$ cat src/rtl/blaster_uart_bridge_if.sv
// Command-side byte streams of blaster_uart_bridge: received bytes out, bytes to transmit in.
// master = the bridge, slave = the JTAG/Active-Serial command logic.
interface blaster_uart_bridge_if;
  logic [7:0] rx_data;
  logic       rx_valid;
  logic       rx_ready;
  logic [7:0] tx_data;
  logic       tx_valid;
  logic       tx_ready;

  modport master (output rx_data, rx_valid, tx_ready, input  rx_ready, tx_data, tx_valid);
  modport slave  (input  rx_data, rx_valid, tx_ready, output rx_ready, tx_data, tx_valid);
endinterface

$ cat src/rtl/blaster_uart_bridge.sv
// 8N1 UART <-> ready/valid byte bridge with FWFT FIFOs, RTS/CTS and a runtime baud divisor.
// Optional internal loopback is built only when BLASTER_LOOPBACK_EN is defined.
module blaster_uart_bridge #(
  parameter int DIV_W      = 16,
  parameter int FIFO_AW    = 4,
  parameter int RTS_MARGIN = 4
) (
  input  logic                  i_clk,
  input  logic                  i_reset_n,
  blaster_uart_bridge_if.master stream,
  input  logic [DIV_W-1:0]      i_div,
  input  logic                  i_rx,
  output logic                  o_tx,
  input  logic                  i_cts_n,
  output logic                  o_rts_n,
  output logic [FIFO_AW:0]      o_rx_level,
  output logic [FIFO_AW:0]      o_tx_level,
  output logic                  o_overflow,
  output logic                  o_frame_err,
  input  logic                  i_clr_err,
  input  logic                  i_loopback
);
  localparam int DEPTH = 2 ** FIFO_AW;
  localparam logic [FIFO_AW:0] DEPTH_L = (FIFO_AW + 1)'(DEPTH);
  localparam logic [FIFO_AW:0] RTS_L   = (FIFO_AW + 1)'(RTS_MARGIN);
  localparam logic [FIFO_AW:0] LVL_ONE = (FIFO_AW + 1)'(1);
  localparam logic [FIFO_AW-1:0] PTR_ONE = FIFO_AW'(1);

  typedef enum logic [2:0] {RX_IDLE, RX_START, RX_DATA, RX_STOP, RX_BREAK} rx_state_t;
  typedef enum logic [1:0] {TX_IDLE, TX_START, TX_DATA, TX_STOP} tx_state_t;

  rx_state_t rx_state_r;
  tx_state_t tx_state_r;
  logic [DIV_W-1:0] div_eff_s, rx_cnt_r, rx_div_r, tx_cnt_r, tx_div_r;
  logic [2:0] rx_bit_r, tx_bit_r;
  logic [7:0] rx_shift_r, rx_byte_r, tx_shift_r;
  logic rx_push_r, frame_set_r, tx_line_r, tx_pop_s;
  logic rx_in_s, cts_ok_s;
  logic rx_sync1_r, rx_sync2_r, rx_prev_r, cts_sync1_r, cts_sync2_r;
  logic [7:0] rx_mem_r [DEPTH];
  logic [7:0] tx_mem_r [DEPTH];
  logic [FIFO_AW-1:0] rx_wr_r, rx_rd_r, tx_wr_r, tx_rd_r;
  logic [FIFO_AW:0] rx_level_r, rx_level_nxt_s, tx_level_r, tx_level_nxt_s;
  logic rx_valid_r, tx_ready_r, rx_pop_s, rx_wen_s, rx_ovf_set_s, tx_push_s;
  logic overflow_r, frame_err_r, rts_n_r;

`ifdef BLASTER_LOOPBACK_EN
  assign rx_in_s  = i_loopback ? tx_line_r : i_rx;
  assign cts_ok_s = i_loopback | ~cts_sync2_r;
  assign o_tx     = i_loopback | tx_line_r;
`else
  logic unused_loopback_s;
  assign unused_loopback_s = i_loopback;
  assign rx_in_s  = i_rx;
  assign cts_ok_s = ~cts_sync2_r;
  assign o_tx     = tx_line_r;
`endif

  // Divisors below 2 cannot place a mid-bit sample, so they are clamped.
  always_comb begin
    if (i_div < DIV_W'(2)) div_eff_s = DIV_W'(2);
    else                   div_eff_s = i_div;
  end

  // Two-stage synchronisers for the asynchronous line inputs.
  always_ff @(posedge i_clk or negedge i_reset_n) begin
    if (!i_reset_n) begin
      {rx_sync1_r, rx_sync2_r, rx_prev_r}   <= 3'b111;
      {cts_sync1_r, cts_sync2_r}            <= 2'b11;
    end else begin
      {rx_prev_r, rx_sync2_r, rx_sync1_r}   <= {rx_sync2_r, rx_sync1_r, rx_in_s};
      {cts_sync2_r, cts_sync1_r}            <= {cts_sync1_r, i_cts_n};
    end
  end

  // Receiver: START holds div/2 to land every later sample mid-bit.
  always_ff @(posedge i_clk or negedge i_reset_n) begin
    if (!i_reset_n) begin
      rx_state_r <= RX_IDLE;   rx_cnt_r   <= {DIV_W{1'b0}}; rx_div_r  <= DIV_W'(2);
      rx_bit_r   <= 3'd0;      rx_shift_r <= 8'h00;         rx_byte_r <= 8'h00;
      rx_push_r  <= 1'b0;      frame_set_r <= 1'b0;
    end else begin
      rx_push_r   <= 1'b0;
      frame_set_r <= 1'b0;
      case (rx_state_r)
        RX_IDLE: begin
          if (rx_prev_r && !rx_sync2_r) begin
            rx_div_r   <= div_eff_s;
            rx_cnt_r   <= div_eff_s >> 1;
            rx_state_r <= RX_START;
          end
        end
        RX_START: begin
          if (rx_cnt_r > DIV_W'(1)) rx_cnt_r <= rx_cnt_r - DIV_W'(1);
          else if (rx_sync2_r)      rx_state_r <= RX_IDLE;
          else begin
            rx_cnt_r <= rx_div_r; rx_bit_r <= 3'd0; rx_state_r <= RX_DATA;
          end
        end
        RX_DATA: begin
          if (rx_cnt_r > DIV_W'(1)) rx_cnt_r <= rx_cnt_r - DIV_W'(1);
          else begin
            rx_shift_r <= {rx_sync2_r, rx_shift_r[7:1]};
            rx_cnt_r   <= rx_div_r;
            if (rx_bit_r == 3'd7) rx_state_r <= RX_STOP;
            else                  rx_bit_r   <= rx_bit_r + 3'd1;
          end
        end
        RX_STOP: begin
          if (rx_cnt_r > DIV_W'(1)) rx_cnt_r <= rx_cnt_r - DIV_W'(1);
          else if (rx_sync2_r) begin
            rx_push_r <= 1'b1; rx_byte_r <= rx_shift_r; rx_state_r <= RX_IDLE;
          end else begin
            frame_set_r <= 1'b1; rx_state_r <= RX_BREAK;
          end
        end
        RX_BREAK: begin
          if (rx_sync2_r) rx_state_r <= RX_IDLE;
        end
        default: rx_state_r <= RX_IDLE;
      endcase
    end
  end

  assign rx_pop_s     = rx_valid_r & stream.rx_ready;
  assign rx_wen_s     = rx_push_r & ((rx_level_r != DEPTH_L) | rx_pop_s);
  assign rx_ovf_set_s = rx_push_r & (rx_level_r == DEPTH_L) & ~rx_pop_s;
  assign tx_push_s    = stream.tx_valid & tx_ready_r;

  // Next FIFO occupancies; push and pop together leave the level unchanged.
  always_comb begin
    case ({rx_wen_s, rx_pop_s})
      2'b10:   rx_level_nxt_s = rx_level_r + LVL_ONE;
      2'b01:   rx_level_nxt_s = rx_level_r - LVL_ONE;
      default: rx_level_nxt_s = rx_level_r;
    endcase
    case ({tx_push_s, tx_pop_s})
      2'b10:   tx_level_nxt_s = tx_level_r + LVL_ONE;
      2'b01:   tx_level_nxt_s = tx_level_r - LVL_ONE;
      default: tx_level_nxt_s = tx_level_r;
    endcase
  end

  // FIFO storage carries no reset; validity is tracked by the levels.
  always_ff @(posedge i_clk) begin
    if (rx_wen_s)  rx_mem_r[rx_wr_r] <= rx_byte_r;
    if (tx_push_s) tx_mem_r[tx_wr_r] <= stream.tx_data;
  end

  // FIFO pointers, levels and the registered valid/ready flags.
  always_ff @(posedge i_clk or negedge i_reset_n) begin
    if (!i_reset_n) begin
      rx_wr_r <= {FIFO_AW{1'b0}}; rx_rd_r <= {FIFO_AW{1'b0}}; rx_level_r <= {(FIFO_AW+1){1'b0}};
      tx_wr_r <= {FIFO_AW{1'b0}}; tx_rd_r <= {FIFO_AW{1'b0}}; tx_level_r <= {(FIFO_AW+1){1'b0}};
      rx_valid_r <= 1'b0; tx_ready_r <= 1'b0;
    end else begin
      if (rx_wen_s)  rx_wr_r <= rx_wr_r + PTR_ONE;
      if (rx_pop_s)  rx_rd_r <= rx_rd_r + PTR_ONE;
      if (tx_push_s) tx_wr_r <= tx_wr_r + PTR_ONE;
      if (tx_pop_s)  tx_rd_r <= tx_rd_r + PTR_ONE;
      rx_level_r <= rx_level_nxt_s;
      tx_level_r <= tx_level_nxt_s;
      rx_valid_r <= rx_level_nxt_s != {(FIFO_AW+1){1'b0}};
      tx_ready_r <= tx_level_nxt_s != DEPTH_L;
    end
  end

  // A new frame may start from IDLE or straight out of a finished stop bit.
  always_comb begin
    tx_pop_s = 1'b0;
    if ((tx_level_r != {(FIFO_AW+1){1'b0}}) && cts_ok_s) begin
      case (tx_state_r)
        TX_IDLE: tx_pop_s = 1'b1;
        TX_STOP: tx_pop_s = (tx_cnt_r <= DIV_W'(1));
        default: tx_pop_s = 1'b0;
      endcase
    end else begin
      tx_pop_s = 1'b0;
    end
  end

  // Transmitter: each bit is held for the divisor latched at the start bit.
  always_ff @(posedge i_clk or negedge i_reset_n) begin
    if (!i_reset_n) begin
      tx_state_r <= TX_IDLE; tx_cnt_r <= {DIV_W{1'b0}}; tx_div_r <= DIV_W'(2);
      tx_bit_r   <= 3'd0;    tx_shift_r <= 8'h00;       tx_line_r <= 1'b1;
    end else begin
      case (tx_state_r)
        TX_IDLE, TX_STOP: begin
          if (tx_state_r == TX_STOP && tx_cnt_r > DIV_W'(1)) tx_cnt_r <= tx_cnt_r - DIV_W'(1);
          else if (tx_pop_s) begin
            tx_shift_r <= tx_mem_r[tx_rd_r];
            tx_div_r   <= div_eff_s;
            tx_cnt_r   <= div_eff_s;
            tx_line_r  <= 1'b0;
            tx_state_r <= TX_START;
          end else begin
            tx_line_r  <= 1'b1;
            tx_state_r <= TX_IDLE;
          end
        end
        TX_START, TX_DATA: begin
          if (tx_cnt_r > DIV_W'(1)) tx_cnt_r <= tx_cnt_r - DIV_W'(1);
          else begin
            tx_cnt_r <= tx_div_r;
            if (tx_state_r == TX_DATA && tx_bit_r == 3'd7) begin
              tx_line_r  <= 1'b1;
              tx_state_r <= TX_STOP;
            end else begin
              tx_line_r  <= tx_shift_r[0];
              tx_shift_r <= {1'b0, tx_shift_r[7:1]};
              tx_bit_r   <= (tx_state_r == TX_START) ? 3'd0 : tx_bit_r + 3'd1;
              tx_state_r <= TX_DATA;
            end
          end
        end
        default: tx_state_r <= TX_IDLE;
      endcase
    end
  end

  // Sticky error flags (a same-cycle set beats the clear) and registered RTS.
  always_ff @(posedge i_clk or negedge i_reset_n) begin
    if (!i_reset_n) begin
      overflow_r <= 1'b0; frame_err_r <= 1'b0; rts_n_r <= 1'b1;
    end else begin
      overflow_r  <= rx_ovf_set_s | (overflow_r & ~i_clr_err);
      frame_err_r <= frame_set_r  | (frame_err_r & ~i_clr_err);
      rts_n_r     <= (DEPTH_L - rx_level_r) < RTS_L;
    end
  end

  assign stream.rx_data  = rx_mem_r[rx_rd_r];
  assign stream.rx_valid = rx_valid_r;
  assign stream.tx_ready = tx_ready_r;
  assign o_rx_level      = rx_level_r;
  assign o_tx_level      = tx_level_r;
  assign o_overflow      = overflow_r;
  assign o_frame_err     = frame_err_r;
  assign o_rts_n         = rts_n_r;
endmodule

$ cat src/flat_wrapper.sv
// flat-port wrapper written by rule: the top's interface ports become plain ports
module blaster_uart_bridge_flat 
#(
  parameter int DIV_W      = 16,
  parameter int FIFO_AW    = 4,
  parameter int RTS_MARGIN = 4
)
  (i_clk, i_reset_n, i_div, i_rx, o_tx, i_cts_n, o_rts_n, o_rx_level, o_tx_level, o_overflow, o_frame_err, i_clr_err, i_loopback, stream_rx_data, stream_rx_valid, stream_tx_ready, stream_rx_ready, stream_tx_data, stream_tx_valid);
  blaster_uart_bridge_if stream_i ();
  input  logic i_clk;
  input  logic i_reset_n;
  input  logic [DIV_W-1:0] i_div;
  input  logic i_rx;
  output logic o_tx;
  input  logic i_cts_n;
  output logic o_rts_n;
  output logic [FIFO_AW:0] o_rx_level;
  output logic [FIFO_AW:0] o_tx_level;
  output logic o_overflow;
  output logic o_frame_err;
  input  logic i_clr_err;
  input  logic i_loopback;
  output wire logic [$bits(stream_i.rx_data)-1:0] stream_rx_data;
  output wire logic [$bits(stream_i.rx_valid)-1:0] stream_rx_valid;
  output wire logic [$bits(stream_i.tx_ready)-1:0] stream_tx_ready;
  input wire logic [$bits(stream_i.rx_ready)-1:0] stream_rx_ready;
  input wire logic [$bits(stream_i.tx_data)-1:0] stream_tx_data;
  input wire logic [$bits(stream_i.tx_valid)-1:0] stream_tx_valid;
  assign stream_rx_data = stream_i.rx_data;
  assign stream_rx_valid = stream_i.rx_valid;
  assign stream_tx_ready = stream_i.tx_ready;
  assign stream_i.rx_ready = stream_rx_ready;
  assign stream_i.tx_data = stream_tx_data;
  assign stream_i.tx_valid = stream_tx_valid;
  blaster_uart_bridge #(.DIV_W(DIV_W), .FIFO_AW(FIFO_AW), .RTS_MARGIN(RTS_MARGIN)) u_core (.i_clk(i_clk), .i_reset_n(i_reset_n), .stream(stream_i), .i_div(i_div), .i_rx(i_rx), .o_tx(o_tx), .i_cts_n(i_cts_n), .o_rts_n(o_rts_n), .o_rx_level(o_rx_level), .o_tx_level(o_tx_level), .o_overflow(o_overflow), .o_frame_err(o_frame_err), .i_clr_err(i_clr_err), .i_loopback(i_loopback));
endmodule
$ cat config.mk
export PLATFORM = sky130hd
export DESIGN_NAME = blaster_uart_bridge_flat
export DESIGN_NICKNAME = d
export VERILOG_FILES = /design/src/rtl/blaster_uart_bridge_if.sv /design/src/rtl/blaster_uart_bridge.sv /design/src/flat_wrapper.sv
export SDC_FILE = /design/constraint.sdc
export NUM_CORES = 1
export LEC_CHECK = 0
export CORE_MARGIN = 2
export CORE_UTILIZATION = 64
export CTS_BUF_LIST = sky130_fd_sc_hd__clkbuf_2
export DETAILED_ROUTE_END_ITERATION = 10
export PLACE_DENSITY = 0.83
export SLEW_MARGIN = 20
export SYNTH_ARGS = -nofsm -noshare
export SYNTH_HDL_FRONTEND = slang
export SYNTH_SLANG_ARGS = --single-unit
$ cat constraint.sdc
create_clock -name i_clk -period 4.45 [get_ports i_clk]
set_input_delay 0.445 -clock i_clk [delete_from_list [all_inputs] [get_ports i_clk]]
set_output_delay 0.445 -clock i_clk [all_outputs]
set_load 0.01 [all_outputs]
==> results of run 1 <==
## logic make-up after synthesis
family,count (synthesis)
flops,394
mux,138
fa+ha+maj,31
simple gates,246
buf+inv,83
compound gates,197
xor+xnor,26
## layer usage
| layer | up-vias | GRT usage |
|---|---|---|
| li1 | 4634 | - |
| met3 | 71 | 0.04680 |
| met4 | 0 | 0.08393 |
| met5 | - | 0 |
| met2 | 358 | 0.4184 |
| met1 | 5124 | 0.3450 |
## final cells by class
type,instances,area [sq um],share of cell area
tap,335,419.2,0.02217
clock inverter,31,188.9,0.009993
multi-input combinational,638,5643,0.2985
inverter,27,101.3,0.005360
sequential,394,11150,0.5900
timing repair buffer,70,681.9,0.03607
clock buffer,143,715.7,0.03785
antenna,1,2.502,0.0001324
## stage by stage
stage          utilization  instances
6_report            0.7215       1639
5_1_grt             0.7215       1639
4_1_cts             0.7211       1638
3_5_place_dp        0.6854       1461
3_3_place_gp        0.6854       1461
2_1_floorplan            -       1115
## cell usage after synthesis, types with 21 or more instances
cell type,n
clkbuf_1,26
dfrtp_1,129
nor2_1,75
o21ai_0,49
nand2_1,50
mux4_2,73
inv_1,26
edfxtp_1,256
buf_2,21
ha_1,30
a21oi_1,31
mux2_2,52
nor3_1,23
## sequential cells by signal, summed over array words and instances (netlist names), 4 cells and up
register           count
u_core.rx_wr_r         4
u_core.o_tx_level      5
u_core.rx_byte_r       8
u_core.rx_cnt_r       16
u_core.tx_div_r       16
u_core.tx_mem_r      128
u_core.tx_wr_r         4
u_core.rx_mem_r      128
u_core.rx_shift_r      8
u_core.tx_rd_r         4
u_core.rx_rd_r         4
u_core.rx_div_r       16
u_core.tx_cnt_r       16
u_core.tx_shift_r      8
u_core.o_rx_level      5
## where the power goes
part	internal (uW)	switching (uW)
registers	4460	689
logic	1680	1510
clock network	980	1400
total	7130	3600
## worst max-delay path by stage
stage,start,endpoint,slack [ps]
finish,u_core.rx_rd_r[0],stream_rx_data[6],560
CTS,u_core.rx_rd_r[0],stream_rx_data[6],430
global route,u_core.rx_rd_r[0],stream_rx_data[6],320
global placement,u_core.tx_cnt_r[10],u_core.stream.tx_ready,1040
floorplan,u_core.tx_state_r[0],u_core.stream.tx_ready,1100
detailed placement,u_core.tx_cnt_r[10],u_core.stream.tx_ready,980
## worst reg2reg max path, delay by kind of cell (launching register included)
kind / cells / cell delay [ps]
AO/OA/AOI/OAI: 4 / 580
adder cells (fa/ha/maj): 2 / 580
XOR/XNOR: 2 / 430
AND/OR/NAND/NOR: 5 / 1280
buffers and inverters: 1 / 140
flip-flops: 1 / 450
==> impl_metrics.ini, run 1 <==
[run_status]
outcome = complete, no violations

[setup_path]
crit_family = multiplexers
required_ps = 4010
cp_num_cells = 4
cp_max_fo = 19
crit_type = register to output pin
timing.rr.start = u_core.tx_cnt_r[10]
critPathBufInv = 2
critPathMostFrequentCell = mux4_2
path_cells = buf_12, mux4_2, mux4_2, clkdlybuf4s50_1
cp-start-kind = register
r2r_setup_slack_ps = 860
rr_worst_depth = 14
crit_path_end_kind = output pin
r2r-end = u_core.stream.tx_ready
cp_slowest_cell = dfrtp_2
cp_slowest_stage_delay_ps = 760
cp_data_arrival_time_ps = 3440

[synth]
synthArstFlopShare = 0.3503
yosys_most_used_dff = edfxtp_1
yosys_warnings = 0
synth_fa_ha_area_frac = 0.02305
synth_area_leaders = edfxtp_1, dfrtp_1, mux4_2, mux2_2, ha_1
synth_top_family_by_area = multiplexers
synth-compound-area-share = 0.08032
synth_edf_count = 256
synth-xor-area-share = 0.01328
synth_area_leader_cell = edfxtp_1
synth.area.mux_share = 0.1379
synth-simple-area-share = 0.07404
ys_seq_area_frac = 0.6502
ys_types = 83
syn-cell-area_sq_um = 17150
syn_avg_cell_area_sq_um = 15.38
syn_nets = 1178
synthCells = 1115
yosysTopAreaCellShare = 0.4482
synth-seq-cells = 394

[placed_design]
place_ws_ps = 981.6
hpwlAfterDp_um = 21890
gp_congestion = 0.8979
placed_area_sq_um = 17960
portBuffers = 54

[clocking]
clock_path_buffers = 3
ctsHoldBuffers = 3
cts_tree = built
clkLatencyLatePin_ps = 870
cts.sinks = 394
clk_transition_reported_paths_ps = 110
root_buffer = clkbuf_2
cts_resized = 0
cts_buffers = 93
h-tree-depth = 3
post_cts_buffers = 0

[detailed_routing]
routed-wl-met2_um = 16860
wl_met3_um = 1973
wirelength_um = 33680
drt_iter0_markers = 1075
avgRoutedWirePerCell_um = 20.55
num_vias = 10190
top_layer_used = met4
vias_per_cell = 6.215
m1WireLength_um = 14110
dr.pass1.iters = 5
drc = 0
ant_nets = 0

[timing]
fin_setup_tns_ps = 0
slew_headroom = 0.3163
timing.final.crit_share = 0.8731
final_hold_viol_count = 0
worst_clock_skew_ps = 54.34
timing.hold.ws_ps = 199.0
max_freq_mhz = 257.4
worst_pin_slew_ps = 1026
maxSlewViolCount = 0
rsz0062_at_grt = no
finalWorstSetupSlack_ps = 564.7
period_minus_slack_ps = 3885
finalSetupViolCount = 0

[floorplanning]
std_cell_rows = 59
io_pins = 56
dieWidth_um = 167.7
dieHeight_um = 167.7
start_util = 0.6545
die-area_sq_um = 28130
fp.coreArea_sq_um = 26210

[finish]
post-route-cell-area_sq_um = 18910
areaGrowthSynthToFinish_pct = 10.23
mostFrequentLayoutCell = edfxtp_1
n_fill_cell = 1651
final_net_count = 1287
mostFrequentLayoutCells = edfxtp_1, clkbuf_2, dfrtp_1, nor2_1, mux4_2
final_layout_size_suffix_gt1_frac = 0.2517

[power_and_ir_drop]
max-vdd-ir-drop_uv = 376.2
power.density_nw_per_um2 = 567.4
cellLeakagePower_uw = 0.006967
p_total_uw = 10730

[global_route]
antenna_found_initial = 1
grt_pass1_wl_um = 55420
gr-total-overflow = 0
grt_pass1_vias = 10540
grt_max_degree = 109
grt_util_all_layers = 0.2526

[min_path]
hold_class = input port to register
whs_endpoint = u_core.o_frame_err
min-delay-start = i_clr_err
min_path_cells = 3

[job]
cap_violations = 0
No activity file was read; power rests on OpenSTA's default activity.
==> inputs of run 2 (changes only) <==
- ABC_CLOCK_PERIOD_IN_PS: not set -> 3600
- GPL_ROUTABILITY_DRIVEN: not set -> 0
- clock period: 4.45 -> 3.6 ns (I/O delays scaled with it)
==> run 2 against run 1 <==
Net effect:
- critical path depth up 1
- worst hold slack worse by 130 ps
- sequential cell count unchanged
- sequential share of layout area down 0.52 points
- wire length up 2.9%
- power up 25%
- highest routed layer unchanged
==> impl_metrics.ini, run 2 (synthesis gave the netlist of run 1 again) <==
[clocking]
clock_path_buffers = 3
cts_buffers = 93
clk_transition_reported_paths_ps = 100
clkLatencyLatePin_ps = 930
cts.sinks = 394
root_buffer = clkbuf_2
h-tree-depth = 3
cts_tree = built

[finish]
mostFrequentLayoutCell = edfxtp_1
mostFrequentLayoutCells = edfxtp_1, clkbuf_2, dfrtp_1, nor2_1, mux4_2
final_net_count = 1301
post-route-util = 0.7279
final_layout_size_suffix_gt1_frac = 0.2589
largestRegisters = u_core.rx_mem_r x128, u_core.tx_mem_r x128
areaGrowthSynthToFinish_pct = 11.22

[timing]
finalSetupViolCount = 0
timing.final.crit_share = 0.9641
fin_setup_tns_ps = 0
rsz0062_at_grt = no
worst_clock_skew_ps = 94.65
worst_pin_slew_ps = 934.0
maxSlewViolCount = 0
slew_headroom = 0.3751
max_freq_mhz = 288.1
period_minus_slack_ps = 3471
final_hold_viol_count = 0
finalWorstSetupSlack_ps = 129.2

[setup_path]
rr_worst_depth = 15
setup.worst_path.end = stream_rx_data[6]
r2r-end = u_core.stream.tx_ready
crit_type = register to output pin
cp_data_arrival_time_ps = 3110
timing.rr.start = u_core.tx_cnt_r[0]
critPathLaunch = u_core.rx_rd_r[0]
cp-start-kind = register
r2r_setup_slack_ps = 280
crit_path_end_kind = output pin
cp_max_fo = 8
required_ps = 3240

[floorplanning]
fp.coreArea_sq_um = 26210
start_util = 0.6545
die-area_sq_um = 28130
dieHeight_um = 167.7
dieWidth_um = 167.7
io_pins = 56
std_cell_rows = 59

[global_route]
grt_pass1_vias = 10490
antenna_found_initial = 1
use_met1 = 0.3513
grt_util_all_layers = 0.2539
met3_usage = 0.04562
grt_pass1_wl_um = 55590
met2_usage = 0.4236
gr-total-overflow = 0
top_usage_layer = met2
grt_max_degree = 90

[detailed_routing]
dr.pass1.iters = 5
wirelength_um = 34650
drc = 0
vias_per_cell = 6.186
drt_iter0_markers = 999
num_vias = 10200
avgRoutedWirePerCell_um = 21.01
ant_nets = 0

[placed_design]
hpwlAfterDp_um = 22560
place_ws_ps = 322.8
portBuffers = 54

[min_path]
hold_class = input port to asynchronous set/reset pin

[job]
cap_violations = 0

[power_and_ir_drop]
cellLeakagePower_uw = 0.007090
power.density_nw_per_um2 = 701.3
max-vdd-ir-drop_uv = 492.2

[run_status]
outcome = complete, no violations
[run 2: metal layers]
metal | wire length [um] | share of wire | up-vias
li1 | - | - | 4638
met1 | 14800 | 0.43 | 5193
met2 | 17580 | 0.51 | 329
met3 | 1861 | 0.054 | 40
met4 | 404 | 0.012 | 0
met5 | 0 | 0 | -
[run 2: worst max-delay path, cell delays in order, from the launching register on]
cell and delay (ps):
dfrtp_2 370, buf_4 180, buf_16 160, mux4_2 520, mux4_2 470, clkdlybuf4s50_1 490
[run 2: how the worst min path moves through the flow]
stage,endpoint
floorplan,u_core.frame_set_r
CTS,u_core.o_overflow
detailed placement,u_core.cts_sync2_r
finish,u_core.rx_bit_r[0]
global placement,u_core.rx_sync2_r
global route,u_core.rx_bit_r[1]
[run 2: final cells by class]
type,count,area (sq um)
Inverter,27,101.3
Clock buffer,141,705.7
Antenna cell,1,2.502
Timing Repair Buffer,84,887.1
Sequential cell,394,11150
Multi-Input combinational cell,638,5635
Clock inverter,29,170.2
Tap cell,335,419.2
Fill cell,1626,7131
[run 2: repair_timing]
item                                   CTS  global route
setup endpoints to repair                7             8
buffers inserted                         2             1
resized for setup                        2             7
gates cloned                             2             1
hold buffers                             3             0
endpoints found under the hold margin   90             0
[run 2: report_power, final]
part	switching [uW]	leakage [uW]	internal [uW]
clock network	1740	0.000667	1140
logic	2110	0.00247	2200
registers	675	0.00396	5520
total	4520	0.00709	8860
[run 2: stage by stage]
step / hold WS, ps / power [uW] / std cells / instance area [sq um]
2_1_floorplan: 64.41 / 9165 / 1115 / 17150
3_3_place_gp: 348.0 / 10250 / 1469 / 18050
3_5_place_dp: 347.5 / 10450 / 1469 / 18050
4_1_cts: 15.54 / 13430 / 1646 / 19020
5_1_grt: 52.09 / 14150 / 1649 / 19080
6_report: 71.41 / 13380 / 1649 / 19080
==> inputs of run 3 (changes only) <==
- SETUP_SLACK_MARGIN: not set -> 0.02
==> run 3 against run 2 <==
Net effect:
- via count up 0.55%
- combinational power about the same
- cell count unchanged
- wire length up 0.31%
- sequential power about the same
- critical path depth up 10
- global-route usage up 0.12 points
==> impl_metrics.ini, run 3 (synthesis gave the netlist of run 1 again) <==
[floorplanning]
fp.coreArea_sq_um = 26210
io_pins = 56
start_util = 0.6545
std_cell_rows = 59
die-area_sq_um = 28130
dieHeight_um = 167.7
dieWidth_um = 167.7

[placed_design]
place_ws_ps = 322.8
portBuffers = 54
hpwlAfterDp_um = 22560

[global_route]
met3_usage = 0.04751
gr-total-overflow = 0
top_usage_layer = met2
met2_usage = 0.4263
antenna_found_initial = 1
grt_pass1_wl_um = 55810
grt_util_all_layers = 0.2551
grt_max_degree = 90
grt_pass1_vias = 10520
use_met1 = 0.3500

[finish]
mostFrequentLayoutCells = edfxtp_1, clkbuf_2, dfrtp_1, nor2_1, mux4_2
mostFrequentLayoutCell = edfxtp_1
seqCellArea_sq_um = 11150
largestRegisters = u_core.rx_mem_r x128, u_core.tx_mem_r x128
final_net_count = 1301
final_layout_size_suffix_gt1_frac = 0.2589
multiInputGateArea_sq_um = 5635
areaGrowthSynthToFinish_pct = 11.23
post-route-util = 0.7280
n_fill_cell = 1627

[power_and_ir_drop]
cellLeakagePower_uw = 0.007092
max-vdd-ir-drop_uv = 490.8
p_total_uw = 13370
power.density_nw_per_um2 = 700.9

[min_path]
hold_class = input port to asynchronous set/reset pin

[setup_path]
cp-start-kind = register
cp_max_fo = 7
cp_data_arrival_time_ps = 4080
crit_path_end_kind = register
crit_type = register to register
path_cells = inv_1, ha_1, or2_2, and4_1, o21ai_2, inv_2, ha_1, xor2_1, ha_1, a21oi_1, xor2_1, nor2_1, xor2_1, nor3_1, nand3b_1
cp_slowest_cell = dfrtp_1
cp_slowest_stage_delay_ps = 430
required_ps = 4380

[timing]
worst_clock_skew_ps = 105.2
timing.hold.ws_ps = 106.6
timing.final.crit_share = 0.9173
fin_setup_tns_ps = 0
worst_pin_slew_ps = 949.4
final_hold_viol_count = 0
max_freq_mhz = 302.8
period_minus_slack_ps = 3302
rsz0062_at_grt = no
maxSlewViolCount = 0
finalWorstSetupSlack_ps = 297.7
slew_headroom = 0.3647
finalSetupViolCount = 0

[job]
cap_violations = 0

[clocking]
root_buffer = clkbuf_2
cts_buffers = 93
cts.sinks = 394
clk_transition_reported_paths_ps = 100
h-tree-depth = 3
clkLatencyLatePin_ps = 920
cts_tree = built
clock_path_buffers = 3

[detailed_routing]
wirelength_um = 34760
ant_nets = 0
num_vias = 10260
drt_iter0_markers = 1036
avgRoutedWirePerCell_um = 21.08
vias_per_cell = 6.220
drc = 0
dr.pass1.iters = 6

[run_status]
outcome = complete, no violations
==> run 3: cell count changes in the layout (fill, tap and decap cells not counted), sizes merged <==
cell | before | now
clkdlybuf4s50 | 46 | 45
dlymetal6s2s | 7 | 8
==> run 3: layout make-up <==
| class | instances | share of cell area |
|---|---|---|
| flip-flops and latches | 394 | 0.5847 |
| inverters | 27 | 0.005312 |
| clock buffers | 141 | 0.03699 |
| repair buffers | 84 | 0.04663 |
| well taps | 335 | 0.02197 |
| multi-input cells | 638 | 0.2954 |
| clock inverters | 29 | 0.008919 |
| diodes | 1 | 0.0001312 |
==> run 3: path summary, 6_finish.rpt <==
path | startpoint | endpoint | slack, ps | cells past startpoint
worst max-delay path | u_core.tx_cnt_r[0] | u_core.stream.tx_ready | 300 | 15
worst min-delay path | i_reset_n | u_core.rx_bit_r[0] | 110 | 2
worst max register to register | u_core.tx_cnt_r[0] | u_core.stream.tx_ready | 300 | 15
worst min register to register | u_core.cts_sync1_r | u_core.cts_sync2_r | 360 | 0
max in group asynchronous | i_reset_n | u_core.tx_div_r[1] | 2600 | 3
min in group i_clk | i_clr_err | u_core.o_overflow | 110 | 3
==> run 3: worst max-delay path: cells and delay by family (launching register included) <==
| family | cells | cell delay, ps |
|---|---|---|
| adders and majority gates | 3 | 700 |
| AOI/OAI and AO/OA | 2 | 490 |
| xor gates and xnor gates | 3 | 490 |
| buffers and inverters | 2 | 210 |
| and+or+nand+nor | 5 | 890 |
| DFF | 1 | 430 |
==> run 3: routing by layer <==
layer,part of all wire,routed length (um),up-vias
li1,-,-,4651
met4,0.015,508,0
met3,0.066,2278,51
met1,0.42,14430,5150
met5,0,0,-
met2,0.50,17540,404
==> run 3: timing repair <==
item,CTS,global route
gates resized for setup,2,8
setup endpoints to repair,8,8
hold buffers,3,0
endpoints found under the hold margin,90,0
setup buffers,3,0
cloned,2,1
==> run 3: stage by stage <==
stage / area (sq um) / cells
2_1_floorplan: 17150 / 1115
3_3_place_gp: 18050 / 1469
3_5_place_dp: 18050 / 1469
4_1_cts: 19030 / 1647
5_1_grt: 19080 / 1649
6_report: 19080 / 1649
==> run 3: where the power goes <==
| group | total [uW] | internal [uW] | switching (uW) |
|---|---|---|---|
| sequential | 6190 | 5520 | 672 |
| clock | 2870 | 1140 | 1730 |
| combinational | 4310 | 2200 | 2110 |
